$ cat config.mk
export PLATFORM = sky130hd
export DESIGN_NAME = outerprodrc_stream_flat
export DESIGN_NICKNAME = d
export VERILOG_FILES = /design/src/rtl/outerprodrc_stream_if.sv /design/src/rtl/outerprodrc_stream.sv /design/src/flat_wrapper.sv
export SDC_FILE = /design/constraint.sdc
export NUM_CORES = 1
export LEC_CHECK = 0
export BUFFER_PORTS_ARGS = -buffer_cell sky130_fd_sc_hd__buf_2
export CORE_MARGIN = 10
export CORE_UTILIZATION = 42
export DETAILED_ROUTE_END_ITERATION = 12
export PLACE_DENSITY_LB_ADDON = 0.05
export SLEW_MARGIN = 40
export SYNTH_ARGS = -nofsm -noshare
export SYNTH_HDL_FRONTEND = slang
export SYNTH_SLANG_ARGS = --single-unit
export TNS_END_PERCENT = 5
$ cat constraint.sdc
create_clock -name iClk -period 17.5 [get_ports iClk]
set_input_delay 2.625 -clock iClk [delete_from_list [all_inputs] [get_ports iClk]]
set_output_delay 2.625 -clock iClk [all_outputs]
set_load 0.005 [all_outputs]
$ cat src/rtl/outerprodrc_stream_if.sv
// Beat/result handshake bundle for outerprodrc_stream; the slave modport faces the accumulator.
interface outerprodrc_stream_if #(
  parameter int ROWNUM   = 4,
  parameter int COLNUM   = 4,
  parameter int ACCWIDTH = 12
);
  logic                              iValid;
  logic                              oReady;
  logic [ROWNUM-1:0]                 iData0;
  logic [COLNUM-1:0]                 iData1;
  logic                              oValid;
  logic                              iReady;
  logic [ROWNUM*COLNUM*ACCWIDTH-1:0] oData;
  logic                              oSat;

  modport slave (
    input  iValid, iData0, iData1, iReady,
    output oReady, oValid, oData, oSat
  );

  modport master (
    output iValid, iData0, iData1, iReady,
    input  oReady, oValid, oData, oSat
  );
endinterface

$ cat src/rtl/outerprodrc_stream.sv
// Unary-bitstream outer-product accumulator: HIDDEN*CYCLE beats of AND products per result.
// Optional saturation via macro OUTERPRODRC_STREAM_SAT_EN (undefined: accumulators wrap).
//
// state | meaning
// IDLE  | waiting for the first beat of a run
// ACC   | accumulating beats until TOTAL have been accepted
// HOLD  | result presented on oValid, waiting for iReady
module outerprodrc_stream #(
  parameter int ROWNUM   = 4,
  parameter int COLNUM   = 4,
  parameter int HIDDEN   = 8,
  parameter int CYCLE    = 256,
  parameter int ACCWIDTH = 12
) (
  input  logic                 iClk,
  input  logic                 iRst,
  input  logic                 iEn,
  input  logic                 iClr,
  outerprodrc_stream_if.slave  s
);
  localparam int TOTAL = HIDDEN * CYCLE;
  localparam int CW    = $clog2(TOTAL + 1);
  localparam int NEL   = ROWNUM * COLNUM;

  localparam logic [1:0] IDLE = 2'd0;
  localparam logic [1:0] ACC  = 2'd1;
  localparam logic [1:0] HOLD = 2'd2;

  logic [1:0]              r_state;
  logic [CW-1:0]           r_cnt;
  logic [NEL*ACCWIDTH-1:0] r_acc;
  logic                    r_sat;

  logic                    w_ready;
  logic                    w_beat;
  logic [NEL*ACCWIDTH-1:0] w_acc_nxt;
  logic                    w_sat_nxt;

  assign w_ready  = iEn && (r_state != HOLD);
  assign w_beat   = s.iValid && w_ready;
  assign s.oReady = w_ready;
  assign s.oValid = (r_state == HOLD);
  assign s.oData  = r_acc;
  assign s.oSat   = r_sat;

  always_comb begin
    w_acc_nxt = r_acc;
    w_sat_nxt = (r_state == IDLE) ? 1'b0 : r_sat;
    for (int i = 0; i < ROWNUM; i++) begin
      for (int j = 0; j < COLNUM; j++) begin
        logic                p;
        logic [ACCWIDTH-1:0] cur;
        p   = s.iData0[i] & s.iData1[j];
        cur = r_acc[(i*COLNUM+j)*ACCWIDTH +: ACCWIDTH];
        if (r_state == IDLE) begin
          w_acc_nxt[(i*COLNUM+j)*ACCWIDTH +: ACCWIDTH] = ACCWIDTH'(p);
        end else begin
`ifdef OUTERPRODRC_STREAM_SAT_EN
          if (p && (&cur)) begin
            w_sat_nxt = 1'b1;
          end else begin
            w_acc_nxt[(i*COLNUM+j)*ACCWIDTH +: ACCWIDTH] = cur + ACCWIDTH'(p);
          end
`else
          w_acc_nxt[(i*COLNUM+j)*ACCWIDTH +: ACCWIDTH] = cur + ACCWIDTH'(p);
`endif
        end
      end
    end
  end

  always_ff @(posedge iClk or posedge iRst) begin
    if (iRst) begin
      r_state <= IDLE;
      r_cnt   <= '0;
      r_acc   <= '0;
      r_sat   <= 1'b0;
    end else if (iClr) begin
      r_state <= IDLE;
      r_cnt   <= '0;
      r_acc   <= '0;
      r_sat   <= 1'b0;
    end else begin
      case (r_state)
        IDLE: begin
          if (w_beat) begin
            r_acc   <= w_acc_nxt;
            r_sat   <= w_sat_nxt;
            r_cnt   <= CW'(1);
            r_state <= (TOTAL == 1) ? HOLD : ACC;
          end
        end
        ACC: begin
          if (w_beat) begin
            r_acc <= w_acc_nxt;
            r_sat <= w_sat_nxt;
            r_cnt <= r_cnt + CW'(1);
            if (r_cnt == CW'(TOTAL - 1)) begin
              r_state <= HOLD;
            end
          end
        end
        HOLD: begin
          // result and counter frozen; no beat can be accepted here
          if (s.iReady) begin
            r_state <= IDLE;
          end
        end
        default: r_state <= IDLE;
      endcase
    end
  end
endmodule

$ cat src/flat_wrapper.sv
// flat-port wrapper written by rule: the top's interface ports become plain ports
module outerprodrc_stream_flat 
#(
  parameter int ROWNUM   = 4,
  parameter int COLNUM   = 4,
  parameter int HIDDEN   = 8,
  parameter int CYCLE    = 256,
  parameter int ACCWIDTH = 12
)
  (iClk, iRst, iEn, iClr, s_iValid, s_iData0, s_iData1, s_iReady, s_oReady, s_oValid, s_oData, s_oSat);
  outerprodrc_stream_if #(.ROWNUM(ROWNUM), .COLNUM(COLNUM), .ACCWIDTH(ACCWIDTH)) s_i ();
  input  logic iClk;
  input  logic iRst;
  input  logic iEn;
  input  logic iClr;
  input wire logic [$bits(s_i.iValid)-1:0] s_iValid;
  input wire logic [$bits(s_i.iData0)-1:0] s_iData0;
  input wire logic [$bits(s_i.iData1)-1:0] s_iData1;
  input wire logic [$bits(s_i.iReady)-1:0] s_iReady;
  output wire logic [$bits(s_i.oReady)-1:0] s_oReady;
  output wire logic [$bits(s_i.oValid)-1:0] s_oValid;
  output wire logic [$bits(s_i.oData)-1:0] s_oData;
  output wire logic [$bits(s_i.oSat)-1:0] s_oSat;
  assign s_i.iValid = s_iValid;
  assign s_i.iData0 = s_iData0;
  assign s_i.iData1 = s_iData1;
  assign s_i.iReady = s_iReady;
  assign s_oReady = s_i.oReady;
  assign s_oValid = s_i.oValid;
  assign s_oData = s_i.oData;
  assign s_oSat = s_i.oSat;
  outerprodrc_stream #(.ROWNUM(ROWNUM), .COLNUM(COLNUM), .HIDDEN(HIDDEN), .CYCLE(CYCLE), .ACCWIDTH(ACCWIDTH)) u_core (.iClk(iClk), .iRst(iRst), .iEn(iEn), .iClr(iClr), .s(s_i));
endmodule
==> impl_metrics.json <==
{
  "run_status": "finished, final reports clean",
  "clock_skew_ns": 0.0143,
  "core_area_sq_um": 25900,
  "synth_area_sq_um": 11000,
  "met1_usage_pct": 26.8,
  "totalWireLength_mm": 34.2,
  "power_density_nw_per_um2": 83.1,
  "grt-busiest-layer": "met2",
  "wl_per_cell_um": 20.1,
  "grt_use_met2_pct": 32.5,
  "port_buffers": 207,
  "hold_viol_final": 0,
  "ios": 209,
  "ys_ff_latch": 206,
  "clkTransAtPathRegs_ns": 0.06,
  "worstHoldStart": "u_core.r_cnt[4]$_DFFE_PP0P_",
  "htree_levels": 1,
  "maxSlewViolCount": 0,
  "cts_hold_buf": 0,
  "hold_ws_ns": 0.489,
  "ir_drop_v": 0.0000647,
  "grt-ovfl-total": 0,
  "path_class": "input port to output port",
  "antenna_found_initial": 2,
  "vias_per_cell": 5.74,
  "synthCells": 1183,
  "grt_pass1_vias": 9677,
  "cp.required_ns": 14.88,
  "reg2reg_from": "u_core.r_state[1]$_DFFE_PP0P_",
  "netlist.area_leader.share_pct": 46.9,
  "met3_usage_pct": 3.98,
  "route.detailed.drc": 0,
  "startpoint": "iEn",
  "cts.sinks": 206,
  "slew_headroom_pct": 43.2,
  "synth_edf_count": 0,
  "cp.arrival_ns": 3.01,
  "nets": 1395,
  "min_path_cells": 1,
  "drtIter0Drc": 665,
  "ys_seq_area_share_pct": 46.9,
  "synth.avg_cell_area_sq_um": 9.29,
  "synth_top_area_cell": "dfrtp_1",
  "fp.dieH_um": 182,
  "cts_tree": "done",
  "fin_crit_sh_pct": 32.2,
  "setup_viol": 0,
  "start_util_pct": 42.4,
  "fin_tns_setup_ns": 0,
  "r2r_cells": 5,
  "final_core_util_pct": 50.5,
  "drt-pass1-iter-count": 5,
  "cp_max_fo": 6,
  "dieWidth_um": 182,
  "cts_buffers": 25,
  "worstMarginPinSlew_ns": 0.848,
  "holdCritPathClass": "flop to flop",
  "drtAntennaViolNets": 0,
  "cts_resized": 0,
  "vias": 9758,
  "root_buffer": "clkbuf_16",
  "grt_max_degree": 139,
  "grt_pass1_wl_mm": 55.1,
  "place_hpwl_mm": 22.0,
  "rows": 59,
  "ys_warn_count": 0,
  "timing.max_cap.violations": 0,
  "post-cts-setup-buffers": 0,
  "ys.flop_type": "dfrtp_1",
  "endpoint_kind": "output port",
  "ys_types": 50,
  "synth.area.top_cells": "dfrtp_1, xor2_1, o21ai_0",
  "synthArstFlopShare_pct": 100,
  "drive_gt1_share_pct": 19.8,
  "cp-start-kind": "input port",
  "clk_latency_ns": 0.52,
  "place.gp.congestion": 0.777,
  "dieArea_sq_um": 33000,
  "rsz0062_at_grt": "false",
  "p_leak_uw": 0.00621,
  "clk_path_buf_depth": 3,
  "syn2layout_area_growth_pct": 19.0,
  "fmax_mhz": 177,
  "finalCriticalPeriod_ns": 5.64,
  "syn-num-nets": 1230,
  "track_usage_pct": 20.0
}
-- sequential cells by signal, summed over array words and instances, names as in the netlist --
signal and flops:
u_core.s.oData 192, u_core.r_state 2, u_core.r_cnt 12
-- metrics by stage --
| stage | power (uW) | area [sq um] | instances | setup WS [ns] |
|---|---|---|---|---|
| after CTS | 1100 | 13100 | 1699 | 11.87 |
| after floorplan | 540 | 11000 | 1183 | 9.25 |
| final | 1090 | 13100 | 1700 | 11.86 |
| after global placement | 571 | 12200 | 1656 | 11.87 |
| after global routing | 1130 | 13100 | 1700 | 11.80 |
| after detailed placement | 572 | 12300 | 1656 | 11.87 |
-- power by group --
part | switching, uW | internal (uW)
sequential | 6.66 | 481
combinational | 55.0 | 18.7
clock | 204 | 321
total | 266 | 821
-- cells by family after synthesis --
kind of cell | synth area share [%]
and+or+nand+nor | 20.0
AOI/OAI and AO/OA | 19.9
DFF | 46.9
buffers and inverters | 3.52
xor gates and xnor gates | 5.90
adders and majority gates | 3.76
other | 0.0341
-- synth_stat cells, types with 4 or more instances --
cell	n
and3_1	39
o21ai_0	125
o31ai_1	36
nand2_1	99
and4_1	25
clkbuf_1	51
or4_1	18
o211ai_1	33
dfrtp_1	206
buf_1	9
o31a_1	4
xor2_1	73
a31oi_1	18
or3_1	20
a21oi_1	50
nor4_1	5
nor2b_1	5
a221oi_1	16
nor4b_1	4
and2_1	21
nand3_1	31
inv_1	8
nand4_1	14
o2111ai_1	43
ha_1	33
nor2_1	148
buf_2	15
-- routing by layer --
layer  share of wire, %  wire, um
met1                 46     15800
met2                 46     15700
met3                5.9      2010
met4                1.9       658
met5              0.023         8
-- final cells by class --
class / count / area (sq um)
Fill cell: 2472 / 12800
Antenna cell: 1 / 2.50
Tap cell: 335 / 419
Clock inverter: 3 / 40.0
Multi-Input combinational cell: 888 / 5500
Timing Repair Buffer: 219 / 1130
Clock buffer: 40 / 792
Inverter: 8 / 42.5
Sequential cell: 206 / 5150
-- worst max-delay path: stages --
cell and delay (ns):
buf_2 0.13, nor2b_1 0.13, buf_2 0.12
-- path summary, 6_finish.rpt --
kind	slack (ns)	endpoint
worst min register to register	0.49	u_core.r_cnt[4]$_DFFE_PP0P_
worst max register to register	14.59	u_core.r_cnt[11]$_DFFE_PP0P_
min in group asynchronous	2.26	u_core.s.oData[93]$_DFFE_PP0P_
worst min-delay path	0.49	u_core.r_cnt[4]$_DFFE_PP0P_
max in group asynchronous	14.09	u_core.s.oData[104]$_DFFE_PP0P_
worst max-delay path	11.86	s_oReady
-- layout by cell type, fill, tap and decap left out, types with 7 or more instances in the layout --
master / instances
ha_1: 33
nand4_1: 14
o31ai_1: 36
xor2_1: 73
inv_1: 7
buf_4: 12
nand3_1: 31
buf_2: 206
and3_1: 39
and2_1: 21
o2111ai_1: 43
a21oi_1: 50
clkbuf_16: 25
or3_1: 19
and4_1: 25
o21ai_0: 125
nand2_1: 99
clkbuf_8: 11
a221oi_1: 16
o211ai_1: 33
a31oi_1: 18
or4_1: 18
dfrtp_1: 206
nor2_1: 148
No activity file was read; power rests on OpenSTA's default activity.
